<file path="src/rtl/red_pitaya_adc_spi.sv">
// SPI frame engine for the ADC configuration port: serialises one {rw, address, data}
// command per valid/ready handshake and captures the returned byte on read frames.
module red_pitaya_adc_spi #(
  parameter int DIV_HALF = 5,
  parameter int ADR_W    = 7,
  parameter int DAT_W    = 8
) (
  input  logic             clk_i,
  input  logic             rst_i,
  input  logic             cmd_valid_i,
  output logic             cmd_ready_o,
  input  logic             cmd_rw_i,
  input  logic [ADR_W-1:0] cmd_adr_i,
  input  logic [DAT_W-1:0] cmd_dat_i,
  output logic             busy_o,
  output logic             done_o,
  output logic [DAT_W-1:0] rd_dat_o,
  output logic             rd_vld_o,
  output logic             spi_cs_o,
  output logic             spi_clk_o,
  output logic             spi_mosi_o,
  input  logic             spi_miso_i
);

  localparam int N  = 1 + ADR_W + DAT_W;
  localparam int BW = $clog2(N + 1);
  localparam logic [7:0]    DIV_LAST   = 8'(DIV_HALF - 1);
  localparam logic [BW-1:0] BIT_LAST   = BW'(N - 1);
  localparam logic [BW-1:0] DATA_FIRST = BW'(1 + ADR_W);

  typedef enum logic [2:0] {IDLE, SETUP, SHIFT, HOLD, GAP} state_t;

  state_t           state_r;
  logic [7:0]       div_cnt_r;
  logic [BW-1:0]    bit_cnt_r;
  logic [N-1:0]     frame_r;
  logic [DAT_W-1:0] rx_r;
  logic             rw_r;
  logic             div_end_s;

  assign div_end_s = (div_cnt_r == DIV_LAST);

  // Frame sequencer; spi_clk_o doubles as the low/high phase flag while shifting.
  always_ff @(posedge clk_i) begin
    if (rst_i) begin
      state_r     <= IDLE;
      div_cnt_r   <= 8'd0;
      bit_cnt_r   <= '0;
      frame_r     <= '0;
      rx_r        <= '0;
      rw_r        <= 1'b0;
      cmd_ready_o <= 1'b1;
      busy_o      <= 1'b0;
      done_o      <= 1'b0;
      rd_vld_o    <= 1'b0;
      rd_dat_o    <= '0;
      spi_cs_o    <= 1'b1;
      spi_clk_o   <= 1'b1;
      spi_mosi_o  <= 1'b0;
    end else begin
      done_o    <= 1'b0;
      rd_vld_o  <= 1'b0;
      div_cnt_r <= (state_r == IDLE || div_end_s) ? 8'd0 : div_cnt_r + 8'd1;
      case (state_r)
        IDLE: begin
          if (cmd_valid_i) begin
            // Read frames carry zeros in the data field, so MOSI idles low there.
            frame_r     <= {cmd_rw_i, cmd_adr_i, (cmd_rw_i ? {DAT_W{1'b0}} : cmd_dat_i)};
            rw_r        <= cmd_rw_i;
            spi_mosi_o  <= cmd_rw_i;
            spi_cs_o    <= 1'b0;
            cmd_ready_o <= 1'b0;
            busy_o      <= 1'b1;
            state_r     <= SETUP;
          end
        end
        SETUP: begin
          if (div_end_s) begin
            bit_cnt_r <= '0;
            spi_clk_o <= 1'b0;
            state_r   <= SHIFT;
          end
        end
        SHIFT: begin
          if (div_end_s) begin
            if (!spi_clk_o) begin
              spi_clk_o <= 1'b1;
              if (bit_cnt_r >= DATA_FIRST) begin
                rx_r <= (rx_r << 1) | DAT_W'(spi_miso_i);
              end
            end else if (bit_cnt_r == BIT_LAST) begin
              state_r <= HOLD;
            end else begin
              spi_clk_o  <= 1'b0;
              spi_mosi_o <= frame_r[N-2];
              frame_r    <= frame_r << 1;
              bit_cnt_r  <= bit_cnt_r + BW'(1);
            end
          end
        end
        HOLD: begin
          if (div_end_s) begin
            spi_cs_o   <= 1'b1;
            spi_mosi_o <= 1'b0;
            done_o     <= 1'b1;
            rd_vld_o   <= rw_r;
            if (rw_r) begin
              rd_dat_o <= rx_r;
            end
            state_r <= GAP;
          end
        end
        GAP: begin
          if (div_end_s) begin
            cmd_ready_o <= 1'b1;
            busy_o      <= 1'b0;
            state_r     <= IDLE;
          end
        end
        default: begin
          cmd_ready_o <= 1'b1;
          busy_o      <= 1'b0;
          spi_cs_o    <= 1'b1;
          spi_clk_o   <= 1'b1;
          spi_mosi_o  <= 1'b0;
          state_r     <= IDLE;
        end
      endcase
    end
  end

endmodule

</file>
<file path="config.mk">
export PLATFORM = sky130hd
export DESIGN_NAME = red_pitaya_adc_spi
export DESIGN_NICKNAME = d
export VERILOG_FILES = /design/src/rtl/red_pitaya_adc_spi.sv
export SDC_FILE = /design/constraint.sdc
export NUM_CORES = 1
export LEC_CHECK = 0
export BUFFER_PORTS_ARGS = -buffer_cell sky130_fd_sc_hd__buf_2
export CAP_MARGIN = 20
export CORE_AREA = 2 2 63 95
export DETAILED_ROUTE_END_ITERATION = 12
export DIE_AREA = 0 0 65 97
export PLACE_DENSITY = 0.75
export SLEW_MARGIN = 20
export SYNTH_ARGS = -nofsm -noshare
export SYNTH_HDL_FRONTEND = slang
export SYNTH_SLANG_ARGS = --single-unit
</file>
<file path="constraint.sdc">
create_clock -name clk_i -period 2.54 [get_ports clk_i]
set_input_delay 0.381 -clock clk_i [delete_from_list [all_inputs] [get_ports clk_i]]
set_output_delay 0.381 -clock clk_i [all_outputs]
set_load 0.01 [all_outputs]
</file>
# Word-level counts from Yosys, hierarchy flattened
# Cells that the tools add are included.
dict set report word_totals {
  regBits 55
  input_bits 20
  output_inout_bits 15
}
dict set report op_classes {
  add_sub_neg 2
  magnitude_cmp 1
  eq_ne 14
  n_mux 36
  n_bitwise 8
  reduce_logical 21
}
# cell count
set op_table {}
lappend op_table {{15-bit 2-to-1 mux} 4}
lappend op_table {{15-bit one-hot mux with 2 select lines} 1}
lappend op_table {{3-bit 2-to-1 mux} 7}
lappend op_table {{5-bit 2-to-1 mux} 4}
lappend op_table {{2-bit != test (second input constant)} 8}
lappend op_table {{3-bit one-hot mux with 5 select lines} 1}
lappend op_table {{1-bit 2-to-1 mux} 12}
lappend op_table {{1-bit one-hot mux with 3 select lines} 4}
lappend op_table {{3-bit AND reduction} 4}
lappend op_table {{3-bit OR reduction} 4}
lappend op_table {{5-bit one-hot mux with 2 select lines} 1}
lappend op_table {{5-bit AND reduction} 2}
lappend op_table {{8-bit by 1-bit adder with 8-bit output (second input constant)} 1}
lappend op_table {{8-bit by 3-bit == test with 1-bit output (second input constant)} 1}
lappend op_table {{8-bit 2-to-1 mux} 1}
lappend op_table {{8-bit by 1-bit bitwise OR with 8-bit output} 1}
lappend op_table {{1-bit NOT} 7}
lappend op_table {{7-bit AND reduction} 1}
lappend op_table {{3-bit by 2-bit == test with 1-bit output (second input constant)} 2}
lappend op_table {{6-bit AND reduction} 1}
lappend op_table {{2-bit OR reduction} 3}
lappend op_table {{5-bit by 1-bit adder with 5-bit output (second input constant)} 1}
lappend op_table {{5-bit by 4-bit == test with 1-bit output (second input constant)} 1}
lappend op_table {{5-bit by 4-bit >= comparator with 1-bit output (second input constant)} 1}
lappend op_table {{8 further kinds} 9}

# Depth between registers and ports, before layout
dict set report logic_depth {
  word_depth 5
  depth_mapped 9
  mapped_depth_nobuf 7
}

# Worst setup path before layout
# No wires, ideal clock.
dict set report synth_path {
  kind {register -> register}
  startpoint {register bit_cnt_r[0]}
  endpoint {register bit_cnt_r[1]}
  setup_time_ps 71
  t_arrival_ps 1999
  slack_ps 470
  path_stages_with_launch 8
  n_path_buf 0
  cell_sequence {dfxtp_1 ha_1 and3_1 ha_1 nor4bb_1 o2111ai_1 or3_1 a21oi_1}
}
dict set report synth_via {
  elab_chain_cells 5
  word_cells_on_any_way 8
  cone_classes {add/sub (1); eq/ne (2); mux (4); reduce/logical (1)}
}
# element line_no
set synth_rtl {}
lappend synth_rtl {{start: declaration} 35} ;# logic [BW-1:0] bit_cnt_r;
lappend synth_rtl {{start signal: assignment} 97} ;# bit_cnt_r <= bit_cnt_r + BW'(1);
lappend synth_rtl {{5-bit by 1-bit adder with 5-bit output} 97}
lappend synth_rtl {{5-bit 2-to-1 mux} 91} ;# end else if (bit_cnt_r == BIT_LAST) begin
lappend synth_rtl {{5-bit 2-to-1 mux} 86} ;# if (!spi_clk_o) begin
lappend synth_rtl {{5-bit 2-to-1 mux} 85} ;# if (div_end_s) begin
lappend synth_rtl {{5-bit one-hot mux with 2 select lines} 64} ;# case (state_r)
# Parallel ways exist; a longest one is shown, timed or not. The select of a mux whose other input is x is not followed.
# A chain may end at the register's enable or synchronous reset.

# Worst setup path after layout
dict set report layout_path {
  startpoint {register bit_cnt_r[0]}
  endpoint {register bit_cnt_r[4]}
}
# Same word-level chain as after synthesis.

==> results.yml <==
power:
  swShare_pct: 26.03
  p_seq_share_pct: 58.5
  p_sw_uw: 405.3
  ir_drop_mv: 0.3331
  power_density_mw_per_mm2: 559.8
  p_clk_share_pct: 33.0
  power_leakage_uw: 0.001196
  share_comb_of_total_power_pct: 8.5
  internal_power_uw: 1152
cells_and_area:
  antenna_cells: 0
  areaGrowthSynthToFinish_pct: 12.96
  drive_gt1_share_pct: 17.16
  finalNetCount: 327
  fin_util_pct: 51.42
  fin_cells: 373
  fin_area_mm2: 0.002781
yosys:
  ys_types: 43
  synth_flop_cell: "dfxtp_1"
  synth_edf_count: 0
  synth_nets: 298
  async_reset_ff_share_pct: 0
  ys_seq_area_share_pct: 44.72
  synth_area_per_cell_um2: 9.020
  syn_inst: 273
  synth_area_mm2: 0.002462
  yosys_warnings: 0
  ys_ff_latch: 55
cts:
  cts_buffers: 5
  htree_levels: 2
  cts_buffer_depth: 2
  clkLatencyLatePin_ns: 0.32
  post_cts_resize_count: 0
  tritoncts: "built"
  ctsRootBufferMaster: "clkbuf_8"
  hold_buffers: 0
  cts.sinks: 55
  clk_pin_slew_ns: 0.11
  post_cts_buffers: 0
route:
  vias: 2068
  drt_wl_total_um: 5337
  drc_errors: 0
  dr.pass1.iters: 4
  vias_per_cell: 5.544
  wl_per_cell_um: 14.31
  drt_iter0_markers: 99
  detail-route-antenna-nets: 0
floorplanning:
  initial_core_util_pct: 45.52
  die-area_mm2: 0.006305
  die_w_um: 65
  chipHeight_um: 97
  rows: 33
  design.core.area_mm2: 0.005409
  io_pins: 35
sta:
  fin_tns_setup_ns: 0
  fin_crit_sh_pct: 90.88
  timing.fmax_mhz: 433.2
  slew_violations: 0
  final_hold_viol_count: 0
  final.min_clock_period_ns: 2.308
  maxSlewHeadroom_pct: 55.57
  skew_ns: 0.01005
  setup_slack_ns: 0.2316
  rsz0062_at_grt: "no"
  tightest_slew_ns: 0.6640
  setup_viol: 0
setup_path:
  crit_type: "flop to flop"
  start_kind: "flop"
  end_kind: "flop"
  crit_arrival_ns: 2.56
  path_max_fanout: 7
  critical_path_required_ns: 2.80
global_routing:
  grt_use_total_pct: 18.02
  overflow: 0
  grt_max_degree: 30
  grt_first_pass_wirelength_um: 9142
  antenna_found_initial: 0
  grt_pass1_vias: 2033
placement:
  place_ws_ns: 0.2776
  io_buffer_count: 34
  dp_hpwl_um: 3755
  dp.cells: 365
  dpl_cell_area_mm2: 0.002684
  gp_congestion: 0.7900
run_status:
  status: "finished clean"
job:
  max_cap_violations: 0
min_path:
  min_path_type: "primary input to flop"
[metal layers]
metal / share of wire [%] / vias up / GRT usage (%)
met1: 42 / 979 / 19.53
met3: 3.7 / 15 / 3.721
met4: 2.9 / 0 / 9.984
li1: - / 1035 / -
met5: 0 / - / 0
met2: 52 / 39 / 31.64
[power groups by stage]
stage	Clock [µW]	Sequential [µW]	Combinational, µW
floorplan	0	926	89.5
global placement	0	929	130
detailed placement	0	930	132
CTS	531	910	133
global route	563	914	149
finish	515	910	132
[through the flow]
| stage | power, µW | hold slack, ns |
|---|---|---|
| floorplan | 1015 | 0.4450 |
| global placement | 1058 | 0.4625 |
| detailed placement | 1062 | 0.4703 |
| CTS | 1573 | 0.2998 |
| global route | 1626 | 0.3097 |
| finish | 1557 | 0.2939 |
[sequential cells by signal, summed over array words and instances, names as in the netlist]
| name | count |
|---|---|
| rd_dat_o | 8 |
| rw_r | 1 |
| frame_r | 15 |
| state_r | 3 |
| spi_cs_o | 1 |
| cmd_ready_o | 1 |
| spi_mosi_o | 1 |
| rx_r | 8 |
| rd_vld_o | 1 |
| spi_clk_o | 1 |
| bit_cnt_r | 5 |
| busy_o | 1 |
| div_cnt_r | 8 |
| done_o | 1 |
[path summary, 6_finish.rpt]
check	start	end	slack (ns)	cells after the start
setup / recovery	bit_cnt_r[0]	bit_cnt_r[4]	0.23	7
hold / removal	spi_miso_i	rx_r[0]	0.29	3
hold reg to reg	bit_cnt_r[4]	bit_cnt_r[4]	0.49	2
setup reg to reg	bit_cnt_r[0]	bit_cnt_r[4]	0.23	7
[cells in the final DEF, fill, tap and decap left out, types with 3 or more instances in the layout]
master and n:
a21oi_1 24, nand2_1 9, dfxtp_1 55, ha_1 5, a22oi_1 7, buf_2 34
mux2i_1 23, nor3_1 5, o21bai_1 3, nor2_1 40, o21ai_0 3, a31oi_1 3
a21o_1 3, a211oi_1 14, buf_4 6, xor2_1 6, or3_1 5, and3_1 4
clkbuf_8 5, nand3_1 11, inv_1 9
[kinds of logic (layout without fill, tap and decap cells)]
logic type,after synthesis,in the layout,share of synthesized area [%]
compound gates,66,66,18.14
xor+xnor,7,7,2.490
fa+ha+maj,5,5,2.541
buf+inv,27,57,4.674
flops,55,55,44.72
mux,23,23,9.350
simple gates,90,90,18.09
[worst max-delay path, cell delays in order (launching register included)]
cell       delay (ns)
dfxtp_1          0.35
ha_1             0.22
and3_1           0.18
ha_1             0.20
nor4bb_1         0.38
o2111ai_1        0.33
or3_1            0.43
a21oi_1          0.14
[cell usage after synthesis, types with 4 or more instances]
cell type	n	area (µm²)
nand3_1	11	55.05
a22oi_1	7	52.55
buf_2	5	25.02
mux2i_1	23	230.2
a21oi_1	24	120.1
clkbuf_1	11	41.29
nor3_1	5	25.02
nor2_1	40	150.1
and3_1	4	25.02
or3_1	5	31.28
a211oi_1	14	105.1
dfxtp_1	55	1101
xor2_1	6	52.55
inv_1	9	33.78
nand2_1	9	33.78
ha_1	5	62.56
[cell type report]
class | count | area [µm²]
Tap cell | 70 | 87.58
Multi-Input combinational cell | 191 | 1246
Timing Repair Buffer | 40 | 215.2
Sequential cell | 55 | 1101
Fill cell | 527 | 2628
Inverter | 9 | 33.78
Clock buffer | 5 | 68.82
Clock inverter | 3 | 28.78
No activity file was read; power rests on OpenSTA's default activity.
